<file path="config.mk">
export PLATFORM = sky130hd
export DESIGN_NAME = reg_file_wb
export DESIGN_NICKNAME = d
export VERILOG_FILES = /design/src/rtl/reg_file_wb.sv
export SDC_FILE = /design/constraint.sdc
export NUM_CORES = 2
export LEC_CHECK = 0
export ABC_CLOCK_PERIOD_IN_PS = 5300
export CORE_MARGIN = 1
export CORE_UTILIZATION = 50
export CTS_CLUSTER_DIAMETER = 40
export DETAILED_ROUTE_END_ITERATION = 10
export GPL_TIMING_DRIVEN = 0
export PLACE_DENSITY = 0.67
export SETUP_SLACK_MARGIN = 0.15
export SYNTH_ARGS = -nofsm -noshare
export SYNTH_HDL_FRONTEND = slang
export SYNTH_SLANG_ARGS = --single-unit
</file>
<file path="constraint.sdc">
create_clock -name clk -period 5.3 [get_ports clk]
set_input_delay 1.59 -clock clk [delete_from_list [all_inputs] [get_ports clk]]
set_output_delay 1.59 -clock clk [all_outputs]
set_load 0.05 [all_outputs]
</file>
<file path="src/rtl/reg_file_wb.sv">
// Register-file write-back stage of the multicycle MIPS datapath: 2**ADDR_W GPRs,
// two combinational read ports and a two-cycle valid/ready write-back path.
module reg_file_wb #(
  parameter int DATA_W = 32,
  parameter int ADDR_W = 5,
  parameter bit FWD    = 1'b1
) (
  input  logic              clk,
  input  logic              rst_n,
  input  logic [ADDR_W-1:0] rs_addr,
  input  logic [ADDR_W-1:0] rt_addr,
  output logic [DATA_W-1:0] rd_data_a,
  output logic [DATA_W-1:0] rd_data_b,
  input  logic              wb_valid,
  output logic              wb_ready,
  input  logic [1:0]        wb_sel,
  input  logic [1:0]        wb_dst_sel,
  input  logic [ADDR_W-1:0] wb_rt,
  input  logic [ADDR_W-1:0] wb_rd,
  input  logic [DATA_W-1:0] alu_out,
  input  logic [DATA_W-1:0] mem_data,
  input  logic [DATA_W-1:0] link_pc,
  output logic              wb_done,
  output logic              wb_err
);

  localparam int NREG = 2 ** ADDR_W;
  localparam logic [ADDR_W-1:0] ZERO_REG = {ADDR_W{1'b0}};
  localparam logic [ADDR_W-1:0] LINK_REG = {ADDR_W{1'b1}};
  localparam logic [DATA_W-1:0] ZERO_DATA = {DATA_W{1'b0}};

  typedef enum logic [0:0] {
    ST_IDLE  = 1'b0,
    ST_WRITE = 1'b1
  } state_e;

  state_e            state_q, state_d;
  logic [ADDR_W-1:0] pend_addr_q, pend_addr_d;
  logic [DATA_W-1:0] pend_data_q, pend_data_d;
  logic              pend_ill_q, pend_ill_d;
  logic              ready_q, ready_d;
  logic              done_q, done_d;
  logic              err_q, err_d;
  logic [DATA_W-1:0] regs_q [NREG];
  logic [DATA_W-1:0] regs_d [NREG];

  logic [ADDR_W-1:0] dst_addr_s;
  logic [DATA_W-1:0] src_data_s;
  logic              sel_ill_s;
  logic              wr_en_s;
  logic              hit_a_s;
  logic              hit_b_s;

  // Source and destination decode of the request currently on the inputs.
  always_comb begin
    dst_addr_s = ZERO_REG;
    src_data_s = ZERO_DATA;
    sel_ill_s  = 1'b0;
    case (wb_dst_sel)
      2'd0:    dst_addr_s = wb_rt;
      2'd1:    dst_addr_s = wb_rd;
      2'd2:    dst_addr_s = LINK_REG;
      default: begin
        dst_addr_s = ZERO_REG;
        sel_ill_s  = 1'b1;
      end
    endcase
    case (wb_sel)
      2'd0:    src_data_s = alu_out;
      2'd1:    src_data_s = mem_data;
      2'd2:    src_data_s = link_pc;
      default: begin
        src_data_s = ZERO_DATA;
        sel_ill_s  = 1'b1;
      end
    endcase
  end

  assign wr_en_s = (state_q == ST_WRITE) && !pend_ill_q && (pend_addr_q != ZERO_REG);

  always_comb begin
    state_d     = state_q;
    pend_addr_d = pend_addr_q;
    pend_data_d = pend_data_q;
    pend_ill_d  = pend_ill_q;
    ready_d     = ready_q;
    done_d      = 1'b0;
    err_d       = 1'b0;
    case (state_q)
      ST_IDLE: begin
        if (wb_valid) begin
          pend_addr_d = dst_addr_s;
          pend_data_d = src_data_s;
          pend_ill_d  = sel_ill_s;
          state_d     = ST_WRITE;
          ready_d     = 1'b0;
        end else begin
          state_d = ST_IDLE;
          ready_d = 1'b1;
        end
      end
      ST_WRITE: begin
        // wb_valid is deliberately ignored here: one commit per two cycles.
        done_d  = 1'b1;
        err_d   = pend_ill_q;
        state_d = ST_IDLE;
        ready_d = 1'b1;
      end
      default: begin
        state_d = ST_IDLE;
        ready_d = 1'b1;
      end
    endcase
  end

  always_comb begin
    for (int i = 0; i < NREG; i++) begin
      regs_d[i] = (wr_en_s && (pend_addr_q == ADDR_W'(i))) ? pend_data_q : regs_q[i];
    end
    regs_d[0] = ZERO_DATA;
  end

  always_ff @(posedge clk or negedge rst_n) begin
    if (!rst_n) begin
      state_q     <= ST_IDLE;
      pend_addr_q <= ZERO_REG;
      pend_data_q <= ZERO_DATA;
      pend_ill_q  <= 1'b0;
      ready_q     <= 1'b1;
      done_q      <= 1'b0;
      err_q       <= 1'b0;
      for (int i = 0; i < NREG; i++) begin
        regs_q[i] <= ZERO_DATA;
      end
    end else begin
      state_q     <= state_d;
      pend_addr_q <= pend_addr_d;
      pend_data_q <= pend_data_d;
      pend_ill_q  <= pend_ill_d;
      ready_q     <= ready_d;
      done_q      <= done_d;
      err_q       <= err_d;
      for (int i = 0; i < NREG; i++) begin
        regs_q[i] <= regs_d[i];
      end
    end
  end

  // Bypass only a write that will actually land in the array.
  assign hit_a_s = FWD && wr_en_s && (rs_addr == pend_addr_q);
  assign hit_b_s = FWD && wr_en_s && (rt_addr == pend_addr_q);

  assign rd_data_a = (rs_addr == ZERO_REG) ? ZERO_DATA :
                     hit_a_s               ? pend_data_q : regs_q[rs_addr];
  assign rd_data_b = (rt_addr == ZERO_REG) ? ZERO_DATA :
                     hit_b_s               ? pend_data_q : regs_q[rt_addr];

  assign wb_ready = ready_q;
  assign wb_done  = done_q;
  assign wb_err   = err_q;

endmodule
</file>
; ---- After elaboration in Yosys (flattened, before gate mapping)
; Cells that the tools add are included.
[totals]
wordCells = 144
regBits = 1034
input_bits = 123
[classes]
n_mux = 20
reduce_logical = 44
magnitude_cmp = 2
n_bitwise = 3
n_eq_ne = 37
[op_table]
columns = operator, count
row1 = $bmux W32 S5, 2
row2 = $mux W32, 8
row3 = $pmux W32 S3, 1
row4 = $eq A5 B5 Y1 const B, 16
row5 = $eq A5 B4 Y1 const B, 8
row6 = $logic_and A1 B1 Y1, 35
row7 = $eq A5 B3 Y1 const B, 4
row8 = $pmux W5 S3, 1
row9 = $ge A6 B6 Y1 const B, 2
row10 = $not A5 Y6, 2
row11 = $eq A5 B2 Y1 const B, 2
row12 = $eq A5 B5 Y1, 2
row13 = $logic_not A5 Y1, 2
row14 = $mux W1, 6
row15 = $reduce_or A3 Y1, 2
row16 = $eq A5 B1 Y1 const B, 1
row17 = $reduce_bool A5 Y1, 1
row18 = $eq A2 B1 Y1 const B, 2
row19 = $eq A2 B2 Y1 const B, 2
row20 = $logic_not A2 Y1, 2
row21 = $pmux W1 S2, 2
row22 = $reduce_and A2 Y1, 1
row23 = $logic_not A1 Y1, 1
row24 = $not A1 Y1, 1

; ---- Depth between registers and ports, before layout
[logic_depth]
depth_word = 6
ltp_mapped = 10
depth_no_buf = 5

; ---- Worst setup path before layout
; Ideal clock, no wire load.
[synth_path]
path_kind = input to output
startpoint = input port rt_addr[0]
endpoint = output port rd_data_b[18]
stages = 8
setup_slack_ps = 1
arrival_time_ps = 3709
t_required_ps = 3710
path_buffers = 4
cell_sequence = buf_4 > buf_6 > buf_6 > xor2_1 > nor3_1 > nand4_1 > clkbuf_1 > a41oi_1
[synth_between]
elab_chain_len = 6
elab_cells_between_ends = 9
classes_between = eq/ne: 1 / mux: 5 / bitwise: 1 / reduce/logical: 2
[synth_rtl]
columns = item, line_no
row1 = start: declaration, 11  ; input logic [ADDR_W-1:0] rt_addr,
row2 = $not A5 Y6 (implied by the code), 156  ; hit_b_s ? pend_data_q : regs_q[rt_addr];
row3 = $bmux W32 S5, 156
row4 = $mux W32 (implied by the code) (2 in series), 156
row5 = $mux W32, 156
row6 = $mux W32 *, 155  ; assign rd_data_b = (rt_addr == ZERO_REG) ? ZERO_DATA :
row7 = end: declaration, 13  ; output logic [DATA_W-1:0] rd_data_b,
; Mark *: on every way between the ends. The rest lies on a longest branch, timed or not. The select of a mux whose other input is x is not followed.

; ---- Final worst setup path
[layout_path]
startpoint = input port rs_addr[0]
endpoint = output port rd_data_a[18]
[layout_between]
elab_chain_len = 6
elab_cells_between_ends = 9
classes_between = eq/ne: 1 / mux: 5 / bitwise: 1 / reduce/logical: 2
[layout_rtl]
columns = item, line_no
row1 = start: declaration, 10  ; input logic [ADDR_W-1:0] rs_addr,
row2 = $not A5 Y6 (implied by the code), 154  ; hit_a_s ? pend_data_q : regs_q[rs_addr];
row3 = $bmux W32 S5, 154
row4 = $mux W32 (implied by the code) (2 in series), 154
row5 = $mux W32, 154
row6 = $mux W32 *, 153  ; assign rd_data_a = (rs_addr == ZERO_REG) ? ZERO_DATA :
row7 = end: declaration, 12  ; output logic [DATA_W-1:0] rd_data_a,
; Marked as above.

==> summary.log <==
qor: run_status.outcome finished with violations
qor: run_status.violations setup timing
qor: floorplan.die_w 335.8 microns
qor: global_routing.all_layer_global_routing_usage 36.92%
qor: synthesis.synth_top_family_by_area multiplexers
qor: sta.fmaxAchievable 184.3 MHz
qor: synthesis.synth_xor_area_share 0.1572%
qor: sta.fin_worst_hold_slack 0.4253 ns
qor: global_routing.antenna_found_initial 8
qor: synthesis.adder_cell_fraction_of_synth_area 0%
qor: finish.fillers 8299
qor: detailed_routing.post_route_wl 207.3 mm
qor: synthesis.synth_mux_area_share 40.98%
qor: placement.dpl.hpwl 152.0 mm
qor: clock_tree.cts_inserted_buffers 152
qor: global_routing.grt-ovfl-total 0
qor: global_routing.grt_first_pass_wirelength 292.5 mm
qor: sta.maxSlewHeadroom 10.58%
qor: sta.skew 0.02587 ns
qor: clock_tree.path_clk_slew 0.05 ns
qor: worst_setup_path.timing_worst_setup_path_type in2out
qor: clock_tree.clkLatencyLatePin 0.76 ns
qor: synthesis.ys_async_sr_fraction 100.0%
qor: synthesis.postSynthNetCount 4013
qor: hold_path.min-delay-start state_q
qor: synthesis.sequential_area_share_after_synthesis 46.45%
qor: detailed_routing.route.detailed.wl_per_inst 34.87 microns
qor: worst_setup_path.critPathMaxStageDelay 0.46 ns
qor: clock_tree.cts_num_sinks 1034
qor: floorplan.io_pins 190
qor: detailed_routing.dr.first_iter.drc_count 4925
qor: clock_tree.cts_tree yes
qor: synthesis.postSynthRegisterBits 1034
qor: sta.postLayoutSetupSlackWorst -0.1265 ns
qor: synthesis.synth_edf_count 0
qor: synthesis.synth.avg_cell_area 14.32 sq um
qor: power.cellPowerDensity 396.9 nW/um^2
qor: worst_setup_path.critPathMostFrequentCell sky130_fd_sc_hd__buf_16
qor: worst_setup_path.critical-path-top-delay-family buffers and inverters
qor: power.total_leakage_power 30.79 nW
qor: worst_setup_path.cp-end-kind primary output
qor: global_routing.grt_start_max_net_pins 159
qor: sta.layout_worst_path_cycle_share 102.4%
qor: finish.post-route-cell-area 69340 sq um
qor: worst_setup_path.cp_data_required_time 3.71 ns
qor: synthesis.synthTopCellsByCount 1047 x sky130_fd_sc_hd__mux2_2, 1033 x sky130_fd_sc_hd__dfrtp_1, 451 x sky130_fd_sc_hd__mux4_2
qor: power.power_frac_clock 38.6%
qor: sta.final-setup-viol-count 25
qor: synthesis.netlist-cell-type-count 57
qor: sta.final_report_hold_violation_count 0
qor: floorplan.number_of_placement_rows 122
qor: sta.worst-slew-pin-transition 1.331 ns
qor: finish.layout-drive-gt1-share 55.50%
qor: placement.placed_cell_area 59740 sq um
qor: power.power.switching_fraction 30.44%
qor: worst_setup_path.critical_path_peak_fanout 8
qor: worst_setup_path.critPathLaunch rs_addr[0]
qor: sta.finalCriticalPeriod 5.426 ns
qor: worst_setup_path.critical_path.reg2reg.startpoint pend_ill_q
qor: floorplan.initial_utilization 50.41%
qor: clock_tree.clockRootBuffer sky130_fd_sc_hd__clkbuf_16
qor: detailed_routing.detail_route.drc_violations 0
qor: synthesis.yosysWarnings 0
qor: detailed_routing.vias 40270
qor: clock_tree.htree_levels 4
qor: power.power.sequential.fraction 38.1%
qor: finish.area_growth_syn_to_layout 24.47%
qor: placement.dp_slack -2.636 ns
qor: clock_tree.max-clock-path-buffers 3
qor: worst_setup_path.worst_path_max_delay_cell sky130_fd_sc_hd__o211ai_1
qor: placement.numPortBuffers 182
qor: job.timing.max_cap.violations 0
qor: synthesis.synth_area 55710 sq um
qor: placement.gp_congestion 1.060
qor: synthesis.synth_compound_area_share 5.628%
qor: detailed_routing.avgViaCountPerCell 6.777
qor: worst_setup_path.buffers_and_inverters_on_the_worst_path 7
qor: worst_setup_path.timing.critical_path.cells buf_16 > buf_16 > buf_16 > buf_16 > buf_16 > buf_12 > a22oi_1 > o211ai_1 > a22oi_2 > a21oi_4 > buf_6
qor: synthesis.post_synth_inst_count 3890
qor: hold_path.worstHoldPathType reg2reg
qor: floorplan.coreArea 110500 sq um
qor: synthesis.synthFlopType sky130_fd_sc_hd__dfrtp_1
qor: synthesis.yosys.area.top_type sky130_fd_sc_hd__dfrtp_1
qor: finish.final_nets 4444
qor: floorplan.floorplan.die_area 112800 sq um
qor: power.highest_ir_drop_seen_on_vdd 313.3 uV
qor: synthesis.synth.top_cells.by_area sky130_fd_sc_hd__dfrtp_1 46%, sky130_fd_sc_hd__mux2_2 21%, sky130_fd_sc_hd__mux4_2 18%
qor: power.total_switching_power 8.379 mW
qor: sta.maxSlewViolCount 0
qor: floorplan.die_h 335.8 microns
qor: worst_setup_path.cp.arrival 3.84 ns
qor: power.combPwrFrac 23.3%
qor: sta.grt_setup_unrepaired yes
qor: worst_setup_path.critPathLaunchType input port
qor: power.cellInternalPower 19.15 mW
qor: detailed_routing.drt.antenna.violating_nets 0
qor: global_routing.vias_in_the_first_global_route 39770
qor: synthesis.synth_top_area_share 46.40%
qor: synthesis.synth-simple-area-share 3.059%
qor: power.power 27.52 mW
qor: synthesis.synth_most_common_cell sky130_fd_sc_hd__mux2_2
qor: detailed_routing.first_pass_iters 6
## flip-flops by register name, summed over array words and instances, names as in the netlist
register	cells
regs_q	992
pend_data_q	32
pend_addr_q	5
pend_ill_q	1
state_q	1
wb_done	1
wb_err	1
wb_ready	1
## metrics by stage
stage	TNS (ns)	util, %	instances
after global placement	-	53.86	5560
after global routing	-1.743	62.73	5937
final	-1.508	62.74	5943
after floorplan	0	-	3890
after detailed placement	-143.68	54.05	5567
after CTS	-0.5695	61.67	5900
## metal layers
layer  track usage (%)  routed length (microns)
met1             50.70                    80950
met2             51.54                    87910
met3             15.05                    28340
met4             15.78                     9910
met5            0.5106                      149
## worst register-to-register path, delay by kind of cell (launching register included)
kind / cells / cell delay [ns]
mux: 1 / 0.32
buf+inv: 1 / 0.44
simple gates: 4 / 2.21
flops: 1 / 0.39
## layout make-up
class | count | area [sq um] | share of cell area (%)
Antenna cell | 6 | 15.01 | 0.02165
Buffer | 415 | 3507 | 5.058
Clock buffer | 195 | 4284 | 6.178
Clock inverter | 87 | 1076 | 1.552
Inverter | 19 | 86.33 | 0.1245
Multi-Input combinational cell | 2422 | 29420 | 42.43
Sequential cell | 1034 | 25880 | 37.32
Tap cell | 1488 | 1862 | 2.685
Timing Repair Buffer | 277 | 3212 | 4.632
## cells in the final DEF, fill, tap and decap left out, types with 18 or more instances in the layout
cell,instances
sky130_fd_sc_hd__bufinv_16,18
sky130_fd_sc_hd__clkdlybuf4s50_1,112
sky130_fd_sc_hd__mux2_2,1047
sky130_fd_sc_hd__mux2i_1,69
sky130_fd_sc_hd__and3_4,24
sky130_fd_sc_hd__clkbuf_2,19
sky130_fd_sc_hd__clkinv_2,29
sky130_fd_sc_hd__clkbuf_1,144
sky130_fd_sc_hd__nand2_1,149
sky130_fd_sc_hd__buf_6,89
sky130_fd_sc_hd__a22oi_2,66
sky130_fd_sc_hd__a221oi_2,18
sky130_fd_sc_hd__buf_8,24
sky130_fd_sc_hd__clkbuf_4,27
sky130_fd_sc_hd__clkbuf_16,167
sky130_fd_sc_hd__buf_16,34
sky130_fd_sc_hd__nor2_1,116
sky130_fd_sc_hd__clkbuf_8,37
sky130_fd_sc_hd__a21oi_1,32
sky130_fd_sc_hd__buf_12,46
sky130_fd_sc_hd__buf_2,94
sky130_fd_sc_hd__dfrtp_1,1033
sky130_fd_sc_hd__o21ai_0,77
sky130_fd_sc_hd__nor2b_1,18
sky130_fd_sc_hd__buf_4,82
sky130_fd_sc_hd__mux4_2,451
sky130_fd_sc_hd__a22oi_1,93
sky130_fd_sc_hd__a21oi_2,24
## power groups by stage
| stage | clock network, mW | logic (mW) | registers, mW |
|---|---|---|---|
| 2_1_floorplan | 0 | 3.87 | 10.1 |
| 3_3_place_gp | 0 | 5.55 | 10.5 |
| 3_5_place_dp | 0 | 5.68 | 10.5 |
| 4_1_cts | 10.7 | 6.07 | 10.4 |
| 5_1_grt | 11.0 | 6.63 | 10.6 |
| 6_report | 10.6 | 6.41 | 10.5 |
## timing repair
| item | 4_1_cts | 5_1_grt |
|---|---|---|
| setup buffers | 46 | 33 |
| pin swaps | 74 | 72 |
| gates cloned | 5 | 4 |
| setup endpoints to repair | 64 | 64 |
| gates resized for setup | 1119 | 162 |
| hold buffers | 0 | 0 |
## worst paths after layout
path | endpoint | cells past startpoint | slack [ns]
setup / recovery | rd_data_a[18] | 11 | -0.13
hold / removal | wb_done | 0 | 0.43
setup reg to reg | regs_q[913] | 6 | 1.81
hold reg to reg | wb_done | 0 | 0.43
max in group asynchronous | regs_q[561] | 4 | 2.18
min in group asynchronous | regs_q[804] | 1 | 0.80
## logic make-up (layout without fill, tap and decap cells)
| group | count (synthesis) | count (layout) |
|---|---|---|
| other | 0 | 6 |
| DFF | 1034 | 1034 |
| xor gates and xnor gates | 10 | 10 |
| muxes | 1585 | 1585 |
| and+or+nand+nor | 385 | 385 |
| buffers and inverters | 434 | 993 |
| AOI/OAI and AO/OA | 442 | 442 |
Power figures use the tool's default switching activity.
